**config.mk**
```make
export PLATFORM = sky130hd
export DESIGN_NAME = alu_ctrl_muldiv
export DESIGN_NICKNAME = d
export VERILOG_FILES = /design/src/rtl/alu_ctrl_pkg.sv /design/src/rtl/muldiv_iter.sv /design/src/rtl/alu_ctrl_muldiv.sv
export SDC_FILE = /design/constraint.sdc
export NUM_CORES = 1
export LEC_CHECK = 0
export CAP_MARGIN = 30
export CELL_PAD_IN_SITES_DETAIL_PLACEMENT = 0
export CELL_PAD_IN_SITES_GLOBAL_PLACEMENT = 1
export CORE_MARGIN = 10
export CORE_UTILIZATION = 40
export CTS_BUF_LIST = sky130_fd_sc_hd__clkbuf_8
export DETAILED_ROUTE_END_ITERATION = 16
export GPL_ROUTABILITY_DRIVEN = 0
export PLACE_DENSITY = 0.86
export SETUP_SLACK_MARGIN = 0.15
export SKIP_LAST_GASP = 1
export SLEW_MARGIN = 5
export SYNTH_ARGS = -nofsm -noshare
export SYNTH_HDL_FRONTEND = slang
export SYNTH_SLANG_ARGS = --single-unit
```
**constraint.sdc**
```tcl
create_clock -name clk -period 3.74 [get_ports clk]
set_input_delay 0.374 -clock clk [delete_from_list [all_inputs] [get_ports clk]]
set_output_delay 0.374 -clock clk [all_outputs]
set_load 0.02 [all_outputs]
```
**src/rtl/alu_ctrl_pkg.sv**
```systemverilog
// Shared ALU control codes, MIPS funct values and mul/div types
// for the EX-stage ALU control unit.
package alu_ctrl_pkg;

    localparam logic [3:0] ALU_AND  = 4'b0000;
    localparam logic [3:0] ALU_OR   = 4'b0001;
    localparam logic [3:0] ALU_ADD  = 4'b0010;
    localparam logic [3:0] ALU_SUB  = 4'b0110;
    localparam logic [3:0] ALU_SLT  = 4'b0111;
    localparam logic [3:0] ALU_PASS = 4'b1000;
    localparam logic [3:0] ALU_NOR  = 4'b1100;
    localparam logic [3:0] ALU_ILL  = 4'b1111;

    localparam logic [5:0] F_ADD   = 6'b100000;
    localparam logic [5:0] F_SUB   = 6'b100010;
    localparam logic [5:0] F_AND   = 6'b100100;
    localparam logic [5:0] F_OR    = 6'b100101;
    localparam logic [5:0] F_NOR   = 6'b100111;
    localparam logic [5:0] F_SLT   = 6'b101010;
    localparam logic [5:0] F_MFHI  = 6'b010000;
    localparam logic [5:0] F_MFLO  = 6'b010010;
    localparam logic [5:0] F_MULT  = 6'b011000;
    localparam logic [5:0] F_MULTU = 6'b011001;
    localparam logic [5:0] F_DIV   = 6'b011010;
    localparam logic [5:0] F_DIVU  = 6'b011011;

    // Encoding matches funct[1:0] of the mul/div group
    typedef enum logic [1:0] {
        MULT  = 2'b00,
        MULTU = 2'b01,
        DIV   = 2'b10,
        DIVU  = 2'b11
    } md_op_t;

    typedef enum logic [1:0] {
        IDLE = 2'b00,
        ITER = 2'b01,
        FIX  = 2'b10
    } md_state_t;

endpackage

```
**src/rtl/muldiv_iter.sv**
```systemverilog
// Iterative multiply/divide engine: shift-add multiply and restoring
// divide on magnitudes, one bit per cycle, sign fix-up in FIX.
module muldiv_iter
    import alu_ctrl_pkg::*;
#(
    parameter int WIDTH = 32
) (
    input  logic             clk,
    input  logic             rst_n,
    input  logic             start,
    input  logic             flush,
    input  md_op_t           op,
    input  logic [WIDTH-1:0] a,
    input  logic [WIDTH-1:0] b,
    output logic             busy,
    output logic             done,
    output logic             idle,
    output logic             wr,
    output logic [WIDTH-1:0] res_hi,
    output logic [WIDTH-1:0] res_lo
);

    localparam int CW = $clog2(WIDTH + 1);

    md_state_t        state_q, state_d;
    logic [CW-1:0]    cnt_q, cnt_d;
    logic [WIDTH-1:0] acc_q, acc_d;
    logic [WIDTH-1:0] lo_q, lo_d;
    logic [WIDTH-1:0] b_q, b_d;
    logic [WIDTH-1:0] a_q, a_d;
    md_op_t           op_q, op_d;
    logic             sa_q, sa_d;
    logic             sb_q, sb_d;
    logic             busy_q, busy_d;
    logic             done_q, done_d;

    logic             sgn_in;
    logic [WIDTH-1:0] mag_a, mag_b;
    logic [WIDTH:0]   sum, shifted, diff;
    logic             ge, is_mul, neg;
    logic [2*WIDTH-1:0] prod;

    always_comb begin
        sgn_in  = (op == MULT) || (op == DIV);
        mag_a   = (sgn_in && a[WIDTH-1]) ? -a : a;
        mag_b   = (sgn_in && b[WIDTH-1]) ? -b : b;
        is_mul  = (op_q == MULT) || (op_q == MULTU);
        sum     = {1'b0, acc_q} + (lo_q[0] ? {1'b0, b_q} : '0);
        shifted = {acc_q, lo_q[WIDTH-1]};
        diff    = shifted - {1'b0, b_q};
        ge      = ~diff[WIDTH];
        neg     = sa_q ^ sb_q;
        prod    = {acc_q, lo_q};

        // Divide by zero overrides the signed fix-up entirely
        res_hi = '0;
        res_lo = '0;
        if (is_mul) begin
            {res_hi, res_lo} = neg ? -prod : prod;
        end else if (b_q == '0) begin
            res_hi = a_q;
            res_lo = '1;
        end else begin
            res_lo = neg ? -lo_q : lo_q;
            res_hi = sa_q ? -acc_q : acc_q;
        end
    end

    always_comb begin
        state_d = state_q;
        cnt_d   = cnt_q;
        acc_d   = acc_q;
        lo_d    = lo_q;
        b_d     = b_q;
        a_d     = a_q;
        op_d    = op_q;
        sa_d    = sa_q;
        sb_d    = sb_q;
        wr      = 1'b0;
        unique case (state_q)
            IDLE: begin
                if (start && !flush) begin
                    state_d = ITER;
                    cnt_d   = '0;
                    acc_d   = '0;
                    lo_d    = mag_a;
                    b_d     = mag_b;
                    a_d     = a;
                    op_d    = op;
                    sa_d    = sgn_in && a[WIDTH-1];
                    sb_d    = sgn_in && b[WIDTH-1];
                end
            end
            ITER: begin
                if (flush) begin
                    state_d = IDLE;
                end else begin
                    if (is_mul) begin
                        {acc_d, lo_d} = {sum, lo_q[WIDTH-1:1]};
                    end else begin
                        acc_d = ge ? diff[WIDTH-1:0] : shifted[WIDTH-1:0];
                        lo_d  = {lo_q[WIDTH-2:0], ge};
                    end
                    cnt_d = cnt_q + 1'b1;
                    if (cnt_q == CW'(WIDTH - 1)) state_d = FIX;
                end
            end
            FIX: begin
                state_d = IDLE;
                wr      = !flush;
            end
            default: state_d = IDLE;
        endcase
        busy_d = (state_d != IDLE);
        done_d = wr;
    end

    always_ff @(posedge clk or negedge rst_n) begin
        if (!rst_n) begin
            state_q <= IDLE;
            cnt_q   <= '0;
            acc_q   <= '0;
            lo_q    <= '0;
            b_q     <= '0;
            a_q     <= '0;
            op_q    <= MULT;
            sa_q    <= 1'b0;
            sb_q    <= 1'b0;
            busy_q  <= 1'b0;
            done_q  <= 1'b0;
        end else begin
            state_q <= state_d;
            cnt_q   <= cnt_d;
            acc_q   <= acc_d;
            lo_q    <= lo_d;
            b_q     <= b_d;
            a_q     <= a_d;
            op_q    <= op_d;
            sa_q    <= sa_d;
            sb_q    <= sb_d;
            busy_q  <= busy_d;
            done_q  <= done_d;
        end
    end

    assign busy = busy_q;
    assign done = done_q;
    assign idle = (state_q == IDLE);

endmodule

```
**src/rtl/alu_ctrl_muldiv.sv**
```systemverilog
// EX-stage ALU control: ALUOp/funct decode, illegal detection,
// HI/LO registers and stall toward pipeline control.
module alu_ctrl_muldiv
    import alu_ctrl_pkg::*;
#(
    parameter int WIDTH  = 32,
    parameter int CTRL_W = 4
) (
    input  logic              clk,
    input  logic              rst_n,
    input  logic [1:0]        alu_op,
    input  logic [5:0]        funct,
    input  logic              in_valid,
    input  logic              flush,
    input  logic [WIDTH-1:0]  src_a,
    input  logic [WIDTH-1:0]  src_b,
    output logic [CTRL_W-1:0] alu_control,
    output logic              illegal,
    output logic [1:0]        hilo_sel,
    output logic [WIDTH-1:0]  hilo_data,
    output logic              stall,
    output logic              busy,
    output logic              md_done,
    output logic [WIDTH-1:0]  hi,
    output logic [WIDTH-1:0]  lo
);

    logic [3:0]       code;
    logic             ill, is_md, is_mfx;
    logic             start, idle, wr;
    logic [WIDTH-1:0] res_hi, res_lo;
    logic [WIDTH-1:0] hi_q, hi_d, lo_q, lo_d;

    always_comb begin
        code     = ALU_ILL;
        ill      = 1'b1;
        hilo_sel = 2'b00;
        is_md    = 1'b0;
        is_mfx   = 1'b0;
        unique case (alu_op)
            2'b00: begin code = ALU_ADD; ill = 1'b0; end
            2'b01: begin code = ALU_SUB; ill = 1'b0; end
            2'b10: begin
                case (funct)
                    F_ADD: begin code = ALU_ADD; ill = 1'b0; end
                    F_SUB: begin code = ALU_SUB; ill = 1'b0; end
                    F_AND: begin code = ALU_AND; ill = 1'b0; end
                    F_OR:  begin code = ALU_OR;  ill = 1'b0; end
                    F_SLT: begin code = ALU_SLT; ill = 1'b0; end
                    F_NOR: begin code = ALU_NOR; ill = 1'b0; end
                    F_MFHI: begin
                        code     = ALU_PASS;
                        ill      = 1'b0;
                        hilo_sel = 2'b01;
                        is_mfx   = 1'b1;
                    end
                    F_MFLO: begin
                        code     = ALU_PASS;
                        ill      = 1'b0;
                        hilo_sel = 2'b10;
                        is_mfx   = 1'b1;
                    end
                    F_MULT, F_MULTU, F_DIV, F_DIVU: begin
                        code  = ALU_PASS;
                        ill   = 1'b0;
                        is_md = 1'b1;
                    end
                    default: ;
                endcase
            end
            2'b11: ;
            default: ;
        endcase
    end

    assign alu_control = CTRL_W'(code);
    assign illegal     = in_valid && ill;
    // Only ops that touch HI/LO wait for the engine
    assign stall = in_valid && (busy || !idle) && (is_md || is_mfx);
    assign start = in_valid && is_md && !stall;

    muldiv_iter #(
        .WIDTH (WIDTH)
    ) u_muldiv (
        .clk    (clk),
        .rst_n  (rst_n),
        .start  (start),
        .flush  (flush),
        .op     (md_op_t'(funct[1:0])),
        .a      (src_a),
        .b      (src_b),
        .busy   (busy),
        .done   (md_done),
        .idle   (idle),
        .wr     (wr),
        .res_hi (res_hi),
        .res_lo (res_lo)
    );

    always_comb begin
        hi_d = wr ? res_hi : hi_q;
        lo_d = wr ? res_lo : lo_q;
    end

    always_ff @(posedge clk or negedge rst_n) begin
        if (!rst_n) begin
            hi_q <= '0;
            lo_q <= '0;
        end else begin
            hi_q <= hi_d;
            lo_q <= lo_d;
        end
    end

    always_comb begin
        unique case (hilo_sel)
            2'b01:   hilo_data = hi_q;
            2'b10:   hilo_data = lo_q;
            default: hilo_data = '0;
        endcase
    end

    assign hi = hi_q;
    assign lo = lo_q;

endmodule

```
After elaboration in Yosys (flattened, before gate mapping):

Index checks and enable logic that the tools add are counted.

* bits in registers: 206
* bits of input ports: 76
* output and inout bits: 106
* word-level logic and storage cells: 113

* $add $sub $neg: 8
* equal/unequal tests: 23
* mux-type cells: 38
* bitwise gates (word level): 2
* reductions and logical operators: 29

Operators with widths (number)
* 32-bit 2-to-1 mux: 16
* 32-bit case mux with 2 select lines: 3
* 32-bit negation: 4
* 64-bit 2-to-1 mux: 1
* 64-bit negation: 1
* 6-bit by 5-bit == test with 1-bit output (second input constant): 7
* 6-bit == test (second input constant): 6
* 32-bit by 33-bit adder with 33-bit output: 1
* 33-bit by 32-bit subtractor with 33-bit output: 1
* 32-bit zero test: 1
* 4-bit case mux with 7 select lines: 1
* 6-bit 2-to-1 mux: 2
* 4-bit case mux with 3 select lines: 1
* 6-bit case mux with 2 select lines: 1
* 12-bit OR reduction: 1
* 2-bit by 1-bit == test with 1-bit output (second input constant): 4
* 2-bit == test (second input constant): 4
* 1-bit logical AND: 8
* 2-bit zero test: 4
* 2-bit 2-to-1 mux: 4
* 2-bit case mux with 2 select lines: 2
* 6-bit by 1-bit adder with 6-bit output (second input constant): 1
* 1-bit 2-to-1 mux: 6
* 6-bit OR reduction: 1
* other kinds (12): 19

Logic depth before layout (Yosys ltp):

* word-level depth: 12
* depth in mapped cells: 14
* mapped depth without buffers: 13

Cells and area by module:

Synthesis repeated with hierarchy kept, for this count alone.

* cells, all modules: 2115
* area total of the unflattened synthesis: 16788.6 sq um

By module, submodules not included
* muldiv_iter: instances 1, cells an instance 1867, area each 13760.7 sq um, seq. area each 3528.4 sq um
* alu_ctrl_muldiv: instances 1, cells an instance 248, area each 3027.9 sq um, seq. area each 1601.5 sq um

Least setup slack after synthesis:

OpenSTA, ideal clock, no wires.

* kind: register to register
* start: register u_muldiv.lo_q[0]
* end: register u_muldiv.acc_q[30]
* setup time: 66 ps
* arrival time: 3108 ps
* slack: 566 ps
* cell stages (with the launch flop): 14
* buffers on the path: 2
* period minus slack after synthesis: 3174 ps
* path through: dfrtp_1 > inv_1 > buf_1 > nor2_1 > ha_1 > buf_2 > nand4_1 > or4_1 > o21ai_1 > a31oi_1 > a221oi_1 > xnor2_1 > a221oi_1 > a22o_1

* longest elaborated chain between the ends: 5

Ends and longest elaborated chain
* from (decl): line muldiv_iter.sv:28 `logic [WIDTH-1:0] lo_q, lo_d;`
* from (signal assigned): line muldiv_iter.sv:135 `lo_q <= lo_d;`
* 32-bit 2-to-1 mux: line muldiv_iter.sv:48 `sum = {1'b0, acc_q} + (lo_q[0] ? {1'b0, b_q} : '0);`
* 32-bit by 33-bit adder with 33-bit output: line muldiv_iter.sv:48
* 32-bit 2-to-1 mux: line muldiv_iter.sv:98 `if (is_mul) begin`
* 32-bit 2-to-1 mux: line muldiv_iter.sv:95 `if (flush) begin`
* 32-bit case mux with 2 select lines: line muldiv_iter.sv:80 `unique case (state_q)`
* to (signal assigned): line muldiv_iter.sv:122 `acc_q <= '0;`
* to (signal assigned): line muldiv_iter.sv:134 `acc_q <= acc_d;`
* to (decl): line muldiv_iter.sv:27 `logic [WIDTH-1:0] acc_q, acc_d;`

No other way between the ends. The select of a mux whose other input is x is not followed.
A chain may end at the register's enable or synchronous reset.

Worst setup path after layout:

* start: register u_muldiv.lo_q[15]
* end: register hi_q[30] (netlist: hi[30])

* longest elaborated chain between the ends: 3

Ends and longest elaborated chain
* 64-bit negation: line muldiv_iter.sv:59 `{res_hi, res_lo} = neg ? -prod : prod;`
* 64-bit 2-to-1 mux: line muldiv_iter.sv:59
* 32-bit 2-to-1 mux: line muldiv_iter.sv:58 `if (is_mul) begin`
* to (signal assigned): line alu_ctrl_muldiv.sv:110 `hi_q <= hi_d;`
* to (decl): line alu_ctrl_muldiv.sv:32 `logic [WIDTH-1:0] hi_q, hi_d, lo_q, lo_d;`

No other way between the ends.

==> impl_metrics.toml <==
[sta]
min_period_over_period_pct = 93.5
fin_crit_ps = 3500
setup_ws_ps = 243
worst_pin_slew_ps = 775
fmax_mhz = 286
rsz0062_at_grt = "yes"
setup_tns_ps = 0
finalHoldViolations = 0
drv_slew = 0
max-slew-margin-rel_pct = 47.8
setup_violations = 0
clock_skew_ps = 29.6

[pwr]
internal_power_w = 0.00487
power_frac_clock_pct = 30.5
leakage_nw = 9.18
p_sw_share_pct = 38.5
power_w = 0.00792
irDropWorstVdd_uv = 213
netSwitchingPower_w = 0.00305
p_comb_share_pct = 36.5
p_per_area_nw_per_um2 = 390
p_seq_share_pct = 33.0

[detailed_routing]
wire_per_inst_um = 21.8
vias_per_cell = 5.94
ant_nets = 0
drc = 0
drt_pass1_iterations = 7
dr_total_vias = 17300
drt_iter0_drc = 1989
wl_um = 63400

[floorplanning]
fp.dieH_um = 225
core_area_um2 = 41100
std_cell_rows = 74
die_area_um2 = 50400
start_util_pct = 40.7
die_w_um = 225
io_pins = 182

[global_routing]
grt_max_degree = 97
use_met3_pct = 6.58
top_usage_layer = "met2"
grtUsageMet2_pct = 35.9
globalRouteMet1Util_pct = 32.8
grt_pass1_vias = 16600
grt_pass1_wl_um = 96700
antenna_found_initial = 1
globalRouteOverflowTotal = 0
track_usage_pct = 24.2

[synth]
yosysSeqAreaShare_pct = 30.6
synthFlopType = "dfrtp_1"
synthTopCellsByCount = "332 x nand2_1, 239 x o21ai_0, 217 x nor2_1"
mappedNetlistArea_um2 = 16700
yosys_register_bits = 205
avgSynthCellArea_um2 = 7.65
syn_inst = 2189
async_reset_ff_share_pct = 100
yosys.area.top_type = "dfrtp_1"
synth_area_leaders = "dfrtp_1 31%, nand2_1 7.4%, o21ai_0 7.1%"
synth.most_common_cell = "nand2_1"
synth_top_area_share_pct = 30.6
synth_edf_count = 0
synth_nets = 2338
synth_cell_types = 76
synth_warnings = 0

[job]
drv_cap = 0

[critical_path]
cp-start-kind = "register"
worst_ep_arrival_time_ps = 3940
path_max_fanout = 11
reg2reg_depth = 9
crit_type = "register to register"
setup.worst_path.end_class = "register"
worstPathRequired_ps = 4180

[clock_network]
cts_root_buf = "clkbuf_8"
clk_latency_ps = 590
htreeDepth = 2
cts_tree = "built"
clock-sinks = 205
path_clk_slew_ps = 60
cts_buffers = 38
clockBufferDepth = 3

[place]
dp_hpwl_um = 48200
port_buffers = 181
place_ws_ps = 129
dp_cells = 2833

[worst_hold_path]
hold_path_class = "primary input to async pin"

[layout]
nets = 2496
register_area_um2 = 5140
area_growth_pct = 21.4
n_fill_cell = 4048
multi_input_area_um2 = 10800
finalCoreUtilization_pct = 49.4
drive_gt1_share_pct = 8.20
final-instance-count-excl-fill = 2910

[outcome]
status = "complete, no violations"
## per-layer routing
layer  share of wire (%)  vias to the layer above
met4                 3.9                        0
li1                    -                     8044
met3                  11                      139
met1                  43                     8181
met5                   0                        -
met2                  42                      915
## stage by stage
| step | instance area, um^2 | hold slack [ps] |
|---|---|---|
| detailed placement | 19300 | 449 |
| finish | 20300 | 364 |
| CTS | 20200 | 395 |
| global placement | 19300 | 436 |
| floorplan | 16700 | 78.4 |
| global route | 20300 | 444 |
## path summary, 6_finish.rpt
check	startpoint	to	slack, ps
worst min-delay path	rst_n	u_muldiv.b_q[11]	360
worst max register to register	u_muldiv.lo_q[15]	hi[30]	240
worst max-delay path	u_muldiv.lo_q[15]	hi[30]	240
max in group asynchronous	rst_n	u_muldiv.lo_q[0]	2330
worst min register to register	u_muldiv.a_q[4]	u_muldiv.a_q[4]	480
min in group clk	src_a[21]	u_muldiv.a_q[21]	420
## registers in the layout, summed over array words and instances (netlist names)
| register | cells |
|---|---|
| u_muldiv.state_q | 2 |
| u_muldiv.sa_q | 1 |
| u_muldiv.a_q | 32 |
| u_muldiv.done | 1 |
| lo | 32 |
| u_muldiv.sb_q | 1 |
| u_muldiv.acc_q | 32 |
| u_muldiv.busy | 1 |
| hi | 32 |
| u_muldiv.b_q | 32 |
| u_muldiv.lo_q | 32 |
| u_muldiv.cnt_q | 6 |
| u_muldiv.op_q | 1 |
## power by group through the flow
stage,clock network [W],logic (W),registers (W)
CTS,0.00246,0.00278,0.00260
global route,0.00255,0.00315,0.00263
finish,0.00241,0.00289,0.00262
global placement,0,0.00272,0.00264
floorplan,0,0.00188,0.00253
detailed placement,0,0.00276,0.00264
## cells in the final DEF, fill, tap and decap left out, drive strengths merged, types with 14 or more instances in the layout
cell type	count
a22oi	53
a31oi	30
buf	93
a21o	27
nand4	22
nand2b	19
nor2b	14
mux2i	53
dfrtp	205
nand2	332
nor4	28
o211ai	21
ha	71
a21oi	164
xor2	115
or3	21
clkdlybuf4s50	180
clkbuf	45
nor2	217
nand3	27
o31ai	24
xnor2	88
o21ai	243
or4	16
nor3	39
inv	83
## repair_timing
| action | in CTS | in global routing |
|---|---|---|
| hold buffers | 1 | 0 |
| cloned | 0 | 1 |
| gates resized for setup | 1 | 13 |
| hold endpoints to repair | 84 | 0 |
| pin swaps | 0 | 3 |
| endpoints found under the setup margin | 4 | 39 |
| buffers inserted | 0 | 2 |
## final cells by class
type                    count  share of cell area, %
clock inverters            27                   1.18
diodes                      1                 0.0123
repair buffers            276                   13.1
multi-input cells        1756                   53.0
flip-flops and latches    205                   25.3
inverters                  70                   1.29
clock buffers              43                   2.91
well taps                 532                   3.27
## worst max-delay path, cell delays in order (launching register included)
cell	delay [ps]
dfrtp_1	490
or4_4	590
nor4bb_1	420
and3_1	310
nand2b_1	370
nor2_1	250
a21oi_1	110
xor2_1	170
o21ai_0	550
nand2_1	90
## cell families after synthesis
logic type	after synthesis	synth area share [%]
AND/OR/NAND/NOR	775	21.1
AO/OA/AOI/OAI	651	23.3
buffers and inverters	228	5.56
flip-flops	205	30.6
XOR/XNOR	203	10.6
adder cells (fa/ha/maj)	73	5.54
multiplexers	54	3.24
(Power assumes the default switching activity.)
